<file path="src/rtl/maze_pkg.sv">
`default_nettype none
// ============================================================================
// Package  : maze_pkg
// Brief    : Shared map geometry defaults, image indices, FSM and row types.
// Revision : 1.0 - initial release
// ============================================================================
package maze_pkg;

    localparam int MAP_W_DEF      = 20;
    localparam int MAP_H_DEF      = 15;
    localparam int NUM_LEVELS_DEF = 4;
    localparam int LEVEL_TITLE    = 0;
    localparam int END_IMAGE      = NUM_LEVELS_DEF;
    localparam int NUM_IMAGES     = END_IMAGE + 1;

    typedef enum logic [1:0] {
        IDLE = 2'd0,
        LOAD = 2'd1,
        DONE = 2'd2
    } state_t;

    typedef logic [MAP_W_DEF-1:0] row_t;

endpackage
`default_nettype wire

</file>
<file path="src/rtl/maze_level_rom.sv">
`default_nettype none
// ============================================================================
// Module   : maze_level_rom
// Brief    : Combinational level image ROM, (image, row) -> row of wall bits.
// Revision : 1.0 - initial release
// ============================================================================
module maze_level_rom
    import maze_pkg::*;
#(
    parameter int LVL_W = 3,
    parameter int YW    = 4
) (
    input  logic [LVL_W-1:0] i_img,
    input  logic [YW-1:0]    i_row,
    output row_t             o_row
);

    // Leftmost literal bit is column 0; image order: title, maze 1, maze 2, obstacle, END.
    localparam row_t C_ROM [0:NUM_IMAGES-1][0:MAP_H_DEF-1] = '{
        '{20'h00000, 20'h00000, 20'h00000,
          20'b10001_01110_11110_11110, 20'b11011_10001_00010_10000,
          20'b10101_11111_00100_11100, 20'b10001_10001_01000_10000,
          20'b10001_10001_11110_11110,
          20'h00000, 20'h00000, 20'h00000, 20'h00000, 20'h00000, 20'h00000, 20'h00000},
        '{20'b11111_11111_11111_11111, 20'b10000_00000_00000_00001,
          20'b10111_10011_11111_01101, 20'b10100_00010_00001_01001,
          20'b10101_11010_11101_01011, 20'b10001_00000_10001_00001,
          20'b11101_01111_10101_11101, 20'b10000_01000_00100_00001,
          20'b10111_11011_10111_11101, 20'b10100_00010_00000_00101,
          20'b10101_11110_11111_10101, 20'b10001_00000_00001_00001,
          20'b11111_01111_11101_11101, 20'b10000_00000_00000_00001,
          20'b11111_11111_11111_11111},
        '{20'b11111_11111_11111_11111, 20'b10000_00100_00000_00001,
          20'b10110_10101_11110_11101, 20'b10010_10001_00000_10001,
          20'b11010_11111_01111_10111, 20'b10000_00000_01000_00001,
          20'b10111_11101_11011_11101, 20'b10100_00001_00010_00101,
          20'b10101_11101_01110_10101, 20'b10001_00000_01000_10001,
          20'b11101_11011_11011_10111, 20'b10000_01000_00010_00001,
          20'b10111_01011_11010_11101, 20'b10000_00000_00000_00001,
          20'b11111_11111_11111_11111},
        '{20'b11111_11111_11111_11111, 20'b10000_00000_00000_00001,
          20'b10011_00000_00001_10001, 20'b10011_00011_00001_10001,
          20'b10000_00011_00000_00001, 20'b10000_00000_00000_00001,
          20'b10110_01100_00110_01101, 20'b10000_00000_00000_00001,
          20'b10000_11000_00011_00001, 20'b10000_11000_00011_00001,
          20'b10000_00000_00000_00001, 20'b10011_00001_10000_11001,
          20'b10000_00000_00000_00001, 20'b10000_00000_00000_00001,
          20'b11111_11111_11111_11111},
        '{20'h00000, 20'h00000, 20'h00000,
          20'b00111_01000_10011_10000, 20'b00100_01100_10010_01000,
          20'b00111_00010_00100_01110, 20'b00100_01001_10010_01000,
          20'b00111_01000_10011_10000,
          20'h00000, 20'h00000, 20'h00000, 20'h00000, 20'h00000, 20'h00000, 20'h00000}
    };

    always_comb begin
        o_row = '0;
        if ((32'(i_img) < 32'(NUM_IMAGES)) && (32'(i_row) < 32'(MAP_H_DEF))) begin
            o_row = C_ROM[i_img][i_row];
        end
    end

endmodule
`default_nettype wire

</file>
<file path="src/rtl/maze_map_store.sv">
`default_nettype none
// ============================================================================
// Module   : maze_map_store
// Brief    : Flop-based level wall bitmap with ROM loader, cell clear and two
//            registered lookup ports (collision and render).
// Revision : 1.0 - initial release
// ============================================================================
module maze_map_store
    import maze_pkg::*;
#(
    parameter int MAP_W      = MAP_W_DEF,
    parameter int MAP_H      = MAP_H_DEF,
    parameter int NUM_LEVELS = NUM_LEVELS_DEF,
    parameter int LVL_W      = 3,
    parameter int XW         = 5,
    parameter int YW         = 4
) (
    input  logic             Clk,
    input  logic             Reset,
    input  logic             load_req,
    input  logic [LVL_W-1:0] load_level,
    input  logic             end_screen,
    output logic             busy,
    output logic             load_done,
    input  logic [XW-1:0]    col_x,
    input  logic [YW-1:0]    col_y,
    output logic             col_hit,
    input  logic [XW-1:0]    rd_x,
    input  logic [YW-1:0]    rd_y,
    output logic             rd_wall,
    input  logic             clr_en,
    input  logic [XW-1:0]    clr_x,
    input  logic [YW-1:0]    clr_y
);

    localparam logic [XW-1:0]    C_MAP_W    = XW'(MAP_W);
    localparam logic [XW-1:0]    C_LAST_COL = XW'(MAP_W - 1);
    localparam logic [YW-1:0]    C_MAP_H    = YW'(MAP_H);
    localparam logic [YW-1:0]    C_LAST_ROW = YW'(MAP_H - 1);
    localparam logic [LVL_W-1:0] C_END_IMG  = LVL_W'(NUM_LEVELS);

    state_t                        r_state;
    state_t                        w_state_nxt;
    logic [YW-1:0]                 r_row;
    logic [LVL_W-1:0]              r_img;
    logic [LVL_W-1:0]              w_img_sel;
    logic [MAP_H-1:0][MAP_W-1:0]   r_map;
    logic [MAP_H-1:0][MAP_W-1:0]   w_map_nxt;
    logic [MAP_W-1:0]              w_rom_row;
    logic [MAP_W-1:0]              w_clr_mask;
    logic                          w_busy;
    logic                          w_load_done;
    logic                          w_load_wr;
    logic                          w_clr_ok;
    logic                          w_col_oob;
    logic                          w_rd_oob;
    logic                          r_col_hit;
    logic                          r_rd_wall;

    always_ff @(posedge Clk) begin
        if (Reset) begin
            r_state <= IDLE;
        end else begin
            r_state <= w_state_nxt;
        end
    end

    always_comb begin
        w_state_nxt = r_state;
        w_busy      = 1'b0;
        w_load_done = 1'b0;
        w_load_wr   = 1'b0;
        case (r_state)
            IDLE: begin
                if (load_req) begin
                    w_state_nxt = LOAD;
                end
            end
            LOAD: begin
                w_busy    = 1'b1;
                w_load_wr = 1'b1;
                if (r_row == C_LAST_ROW) begin
                    w_state_nxt = DONE;
                end
            end
            DONE: begin
                w_busy      = 1'b1;
                w_load_done = 1'b1;
                w_state_nxt = IDLE;
            end
            default: w_state_nxt = IDLE;
        endcase
    end

    assign w_img_sel = (end_screen || (load_level >= C_END_IMG)) ? C_END_IMG : load_level;

    // The counter parks on the last row so it never wraps past MAP_H-1.
    always_ff @(posedge Clk) begin
        if (Reset) begin
            r_row <= '0;
            r_img <= '0;
        end else if ((r_state == IDLE) && load_req) begin
            r_row <= '0;
            r_img <= w_img_sel;
        end else if (w_load_wr && (r_row != C_LAST_ROW)) begin
            r_row <= r_row + YW'(1);
        end
    end

    maze_level_rom #(
        .LVL_W (LVL_W),
        .YW    (YW)
    ) u_rom (
        .i_img (r_img),
        .i_row (r_row),
        .o_row (w_rom_row)
    );

    assign w_clr_ok   = clr_en && !w_busy && (clr_x < C_MAP_W) && (clr_y < C_MAP_H);
    assign w_clr_mask = MAP_W'(1) << (C_LAST_COL - clr_x);

    for (genvar gr = 0; gr < MAP_H; gr++) begin : g_row
        assign w_map_nxt[gr] =
            (w_load_wr && (r_row == YW'(gr))) ? w_rom_row :
            (w_clr_ok  && (clr_y == YW'(gr))) ? (r_map[gr] & ~w_clr_mask) :
                                                r_map[gr];
    end

    always_ff @(posedge Clk) begin
        if (Reset) begin
            r_map <= '0;
        end else begin
            r_map <= w_map_nxt;
        end
    end

    assign w_col_oob = (col_x >= C_MAP_W) || (col_y >= C_MAP_H);
    assign w_rd_oob  = (rd_x >= C_MAP_W) || (rd_y >= C_MAP_H);

    // Lookups sample the pre-edge bitmap, so a same-cycle clear is not yet visible.
    always_ff @(posedge Clk) begin
        if (Reset) begin
            r_col_hit <= 1'b1;
            r_rd_wall <= 1'b0;
        end else begin
            r_col_hit <= w_busy || w_col_oob || r_map[col_y][C_LAST_COL - col_x];
            r_rd_wall <= !w_rd_oob && r_map[rd_y][C_LAST_COL - rd_x];
        end
    end

    assign busy      = w_busy;
    assign load_done = w_load_done;
    assign col_hit   = r_col_hit;
    assign rd_wall   = r_rd_wall;

endmodule
`default_nettype wire

</file>
<file path="config.mk">
export PLATFORM = sky130hd
export DESIGN_NAME = maze_map_store
export DESIGN_NICKNAME = d
export VERILOG_FILES = /design/src/rtl/maze_pkg.sv /design/src/rtl/maze_level_rom.sv /design/src/rtl/maze_map_store.sv
export SDC_FILE = /design/constraint.sdc
export NUM_CORES = 1
export LEC_CHECK = 0
export CAP_MARGIN = 20
export CORE_MARGIN = 3
export CORE_UTILIZATION = 37
export DETAILED_ROUTE_END_ITERATION = 16
export PLACE_DENSITY_LB_ADDON = 0.2
export SKIP_LAST_GASP = 1
export SYNTH_ARGS = -nofsm -noshare
export SYNTH_HDL_FRONTEND = slang
export SYNTH_SLANG_ARGS = --single-unit
</file>
<file path="constraint.sdc">
create_clock -name Clk -period 6.61 [get_ports Clk]
set_clock_uncertainty 0.05 [all_clocks]
set_input_delay 1.322 -clock Clk [delete_from_list [all_inputs] [get_ports Clk]]
set_output_delay 1.322 -clock Clk [all_outputs]
set_load 0.01 [all_outputs]
</file>
## After elaboration in Yosys (flattened, before gate mapping)

Memories as Yosys holds them, arrays and structs flattened.
Index checks and enable logic that the tools add are counted.

- Bits in registers: 311
- Latch bits: 0
- RAM bits: 0
- Memory bits (read-only): 2400
- Input bits: 35
- Memories kept: 1

- Add/subtract/negate cells: 4
- $mul: 0
- Div/mod/pow operators: 0
- Magnitude comparators: 15
- Eq/ne operators: 33
- Shift-type cells: 1
- Muxes and demuxes: 51
- Bitwise logic cells: 18
- Reduce and logical (&&, ||, !) cells: 65

Memories:

| memory | words | bits a word | rd ports | clocked after memory_dff | write ports | line | text |
|---|---|---|---|---|---|---|---|
| (no name shown) | 8 | 300 | 1 | 0 | 0 | maze_level_rom.sv:59 | `o_row = C_ROM[i_img][i_row];` |

Operators by type and width:

| kind | number |
|---|---|
| 2-to-1 mux 20 bit | 35 |
| 2-to-1 mux 300 bit | 2 |
| bitwise AND 20 bit | 15 |
| binary-select mux 20 bit (select 4 bit) | 3 |
| equality test 4 bit, second input constant | 14 |
| logical AND 1 bit | 37 |
| equality test 4 x 3 -> 1 bit, second input constant | 8 |
| nonzero test 2 bit | 15 |
| inverter 20 bit | 1 |
| << shifter 1 x 5 -> 20 bit, first input constant | 1 |
| equality test 4 x 2 -> 1 bit, second input constant | 4 |
| greater-or-equal comparator 5 bit, second input constant | 3 |
| subtractor 5 bit, first input constant | 3 |
| greater-or-equal comparator 4 bit, second input constant | 3 |
| less-than comparator 5 x 6 -> 1 bit, second input constant | 2 |
| binary-select mux 1 bit (select 5 bit) | 2 |
| less-than comparator 4 x 5 -> 1 bit, second input constant | 2 |
| equality test 4 x 1 -> 1 bit, second input constant | 2 |
| logical NOT 4 bit | 2 |
| less-than comparator 4 bit, second input constant | 2 |
| logical OR 1 bit | 5 |
| less-than comparator 5 bit, second input constant | 1 |
| 2-to-1 mux 1 bit | 5 |
| inverter 4 -> 5 bit | 1 |
| 15 further kinds | 19 |

## Longest topological paths before layout

- Depth after elaboration: 10
- Mapped depth: 13
- Gate-level depth less buffers: 9

## By module

Synthesis repeated with hierarchy kept, for this count alone.

- Cells, all modules: 2266
- Area total of the unflattened synthesis: 19361.1 um^2

Modules (own cells, without submodules):

| module | times used | cells each | area each (um^2) | sequential area each (um^2) |
|---|---|---|---|---|
| maze_map_store | 1 | 2025 | 17843.4 | 6226.0 |
| maze_level_rom | 1 | 241 | 1517.7 | 0.0 |

## Worst setup path before layout

OpenSTA, ideal clock, no wires.

- Path type: input -> register
- From: input port clr_x[2]
- To: register r_map[19] (netlist name)
- Library setup time: 132 ps
- Data arrival time: 3330 ps
- Data required time: 6428 ps
- Path slack: 3098 ps
- Stages on the path: 9
- Path buffers: 3
- Path through: clkbuf_1 -> inv_1 -> ha_1 -> nor3_1 -> or3b_2 -> clkbuf_1 -> clkbuf_1 -> o211ai_1 -> a21oi_1

- Word-level cells in the longest chain between the ends: 6
- Elaborated cells between the ends (all ways): 11

RTL lines:

| item | line | text |
|---|---|---|
| from (decl) | maze_map_store.sv:32 | `input logic [XW-1:0] clr_x,` |
| subtractor 5 bit | maze_map_store.sv:120 | `assign w_clr_mask = MAP_W'(1) << (C_LAST_COL - clr_x);` |
| << shifter 1 x 5 -> 20 bit | maze_map_store.sv:120 |  |
| inverter 20 bit | maze_map_store.sv:125 | `(w_clr_ok && (clr_y == YW'(gr))) ? (r_map[gr] & ~w_clr_mask) :` |
| bitwise AND 20 bit | maze_map_store.sv:125 |  |
| 2-to-1 mux 20 bit | maze_map_store.sv:125 |  |
| 2-to-1 mux 20 bit | maze_map_store.sv:124 | `(w_load_wr && (r_row == YW'(gr))) ? w_rom_row :` |
| to (signal assigned) | maze_map_store.sv:133 | `r_map <= w_map_nxt;` |
| to (decl) | maze_map_store.sv:47 | `logic [MAP_H-1:0][MAP_W-1:0] r_map;` |

Several ways; a longest one is shown, not always the timed one. The select of a mux whose other input is x is not followed.
A chain may end at the register's enable or synchronous reset.

## Worst setup path in the final report

- From: input port clr_x[2]
- To: register r_map[65] (netlist name)

Same word-level chain as after synthesis.

==> reports/metrics.cfg <==
[outcome]
status = complete, no violations

[drt]
detail_route.wl_per_cell_um = 29.9
antenna_viol_nets_final = 0
vias = 18992
detail_route.iter0.violations = 2921
drt_wl_total_mm = 83.6
drt_pass1_iterations = 5
vias_per_std_cell = 6.80
post-route-drc-count = 0

[hold_path]
hold_path_depth = 2
min-delay-start = r_state[0]$_SDFFE_PP0P_
holdPathEnd = r_state[0]$_SDFFE_PP0P_
timing.hold.worst.class = register to register

[synth]
synth_warnings = 0
count_leader_synth = sky130_fd_sc_hd__a21oi_1
synthesis.area_per_instance_sq_um = 8.77
postSynthRegisterBits = 311
yosysTopAreaCellShare = 0.325
postSynth.topFlopCell = sky130_fd_sc_hd__dfxtp_1
syn_nets = 2239
synth.largest_area_cell = sky130_fd_sc_hd__dfxtp_1
ys_top_cells_by_area = sky130_fd_sc_hd__dfxtp_1 (32%), sky130_fd_sc_hd__mux4_2 (12%), sky130_fd_sc_hd__o211ai_1 (11%)
syn_area_sq_um = 19200
synth_edf_count = 0
top_cell_types_by_occurrence_after_synthesis = sky130_fd_sc_hd__a21oi_1 (320), sky130_fd_sc_hd__dfxtp_1 (311), sky130_fd_sc_hd__o211ai_1 (288), sky130_fd_sc_hd__nand2_1 (266), sky130_fd_sc_hd__clkbuf_1 (170)
async_reset_ff_frac = 0
ys_types = 79
yosysSeqAreaShare = 0.325
postSynthCellCount = 2187

[setup_path]
crit_chain = clkdlybuf4s50_1 > o21ai_0 > nand3b_1 > nor3_1 > nand3_1 > o211ai_1 > o21a_1 > nor2_1
cpPeakStageDelay_ns = 0.82
critPathMaxFanout = 20
critical_path.reg2reg.endpoint = r_map[254]$_SDFFE_PP0P_
r2r_start = r_img[0]$_SDFFE_PP0P_
worst_setup_path_start_kind = input pin
crit_path_end_kind = register
worstPathArrival_ns = 4.48
slowest_stage = sky130_fd_sc_hd__nand3_1
worst-setup-path-type = input pin to register
timing.reg2reg.setup_slack_ns = 2.50
worstRegToRegCells = 10
worst_ep_required_time_ns = 6.97
crit_start = clr_x[2]

[timing]
post-route-period-util = 0.624
worst_case_hold_slack_ns = 0.431
worst_slew_pin_slew_ns = 1.21
timing_hold_violations_final = 0
grt_setup_unrepaired = no
timing.fmax_mhz = 243
timing_max_transition_violations_final = 0
fin_crit_ns = 4.12
timing.final.setup_violations = 0
timing.max_slew.rel_slack = 0.190
tns_ns = 0

[place]
placement.io_buffers = 38
detailed_placement_wirelength_estimate_mm = 56.4
place.gp.congestion = 1.01

[floorplan]
row_count = 82
placeable_core_area_sq_um = 50700
fp.dieW_um = 234
floorplan.initialDensity = 0.378
io_pins = 39
die-area_sq_um = 54600
die_height_um = 234

[cts]
clock_tree_buf_depth = 3
post-cts-setup-buffer-count = 0
cts.repair.resized = 0
cts.sinks = 311
ctsHoldBuffers = 0
htreeDepth = 2
cts.clk_slew.worst_paths_ns = 0.06
root_buffer = sky130_fd_sc_hd__clkbuf_16
clock_latency_ns = 0.56
cts_tree = built
numCtsBuffers = 38

[flow_run]
cap_viol_max_count = 0

[pwr]
total_power_divided_by_cell_area_nw_per_um2 = 215
vdd_ir_drop_max_mv = 0.139
power.static_leakage_nw = 6.68

[grt]
grt_first_pass_wirelength_mm = 122
grt_pass1_vias = 17566
grt_max_degree = 187
global_route.usage.total = 0.300
initial_antenna_violation_count = 5
gr-total-overflow = 0

[final_layout]
fillCellCount = 5069
drive_gt1_frac = 0.128
syn2layout_area_growth_pct = 10.0
final_nets = 2146

layout make-up:
type	instances	area, sq um	area share
clock buffers	54	1140	0.0542
well taps	672	841	0.0399
repair buffers	102	881	0.0418
flip-flops and latches	311	6230	0.295
multi-input cells	1601	11700	0.557
diodes	2	5.00	0.000237
inverters	40	150	0.00712
clock inverters	12	96.3	0.00457
cell families after synthesis:
logic type               after synthesis  synth area share
AO/OA/AOI/OAI                        844             0.286
XOR/XNOR                               6           0.00274
adder cells (fa/ha/maj)               17            0.0111
buffers and inverters                275            0.0655
flip-flops                           311             0.325
multiplexers                         194             0.185
AND/OR/NAND/NOR                      540             0.125
metrics by stage:
step | util | area (sq um) | setup WS, ns | cells | total power (W)
after floorplan | - | 19200 | 3.10 | 2187 | 0.00226
after global placement | 0.390 | 19800 | 1.98 | 2720 | 0.00244
after detailed placement | 0.391 | 19800 | 1.92 | 2722 | 0.00244
after CTS | 0.415 | 21000 | 2.42 | 2788 | 0.00454
after global routing | 0.416 | 21100 | 2.25 | 2792 | 0.00465
final | 0.416 | 21100 | 2.49 | 2794 | 0.00453
metal layers:
layer	track usage	wire length, um	up-vias
met5	0	17	-
li1	-	-	8129
met4	0.112	3160	2
met1	0.419	35000	9470
met3	0.0740	9210	169
met2	0.447	36200	1222
power by group:
part / switching (W) / internal (W)
Combinational: 0.000373 / 0.000151
Clock: 0.000880 / 0.00124
Sequential: 0.00000963 / 0.00188
sequential cells by signal, indices dropped and copies added (netlist names):
name	count
col_hit	1
r_state	2
r_row	4
r_map	300
rd_wall	1
r_img	3
layout by cell type (no fill, tap or decap), types with 9 or more instances in the layout:
cell type                         synthesis  layout
sky130_fd_sc_hd__a21oi_1                320     319
sky130_fd_sc_hd__dfxtp_1                311     310
sky130_fd_sc_hd__o211ai_1               288     288
sky130_fd_sc_hd__nand2_1                266     266
sky130_fd_sc_hd__mux4_2                 102     102
sky130_fd_sc_hd__nor2_1                  99      96
sky130_fd_sc_hd__o21ai_0                 67      67
sky130_fd_sc_hd__buf_4                    9      63
sky130_fd_sc_hd__mux2i_1                 58      58
sky130_fd_sc_hd__nand3_1                 46      46
sky130_fd_sc_hd__clkbuf_16                0      39
sky130_fd_sc_hd__inv_1                   36      36
sky130_fd_sc_hd__nor3_1                  35      33
sky130_fd_sc_hd__clkdlybuf4s50_1          0      32
sky130_fd_sc_hd__nand2b_1                31      31
sky130_fd_sc_hd__a22oi_1                 22      22
sky130_fd_sc_hd__o21a_1                  21      21
sky130_fd_sc_hd__nor2b_1                 18      18
sky130_fd_sc_hd__ha_1                    17      17
sky130_fd_sc_hd__mux4_1                  16      16
sky130_fd_sc_hd__a211oi_1                16      15
sky130_fd_sc_hd__mux2_2                  15      15
sky130_fd_sc_hd__clkbuf_8                 1      12
sky130_fd_sc_hd__a311oi_1                11      10
sky130_fd_sc_hd__o221ai_1                 9       9
critical path: cells and delay by family:
kind	cells	cell delay, ns
buffers and inverters	1	0.55
and+or+nand+nor	4	1.44
AOI/OAI and AO/OA	3	1.15
worst max path at each step:
stage / end / slack (ns) / depth (start not counted)
floorplan: r_map[19]$_SDFFE_PP0P_ / 3.10 / 9
global placement: r_map[225]$_SDFFE_PP0P_ / 1.98 / 8
detailed placement: r_map[225]$_SDFFE_PP0P_ / 1.92 / 8
CTS: r_map[274]$_SDFFE_PP0P_ / 2.42 / 9
global route: r_map[76]$_SDFFE_PP0P_ / 2.25 / 8
finish: r_map[65]$_SDFFE_PP0P_ / 2.49 / 8
No activity file was read; power rests on OpenSTA's default activity.
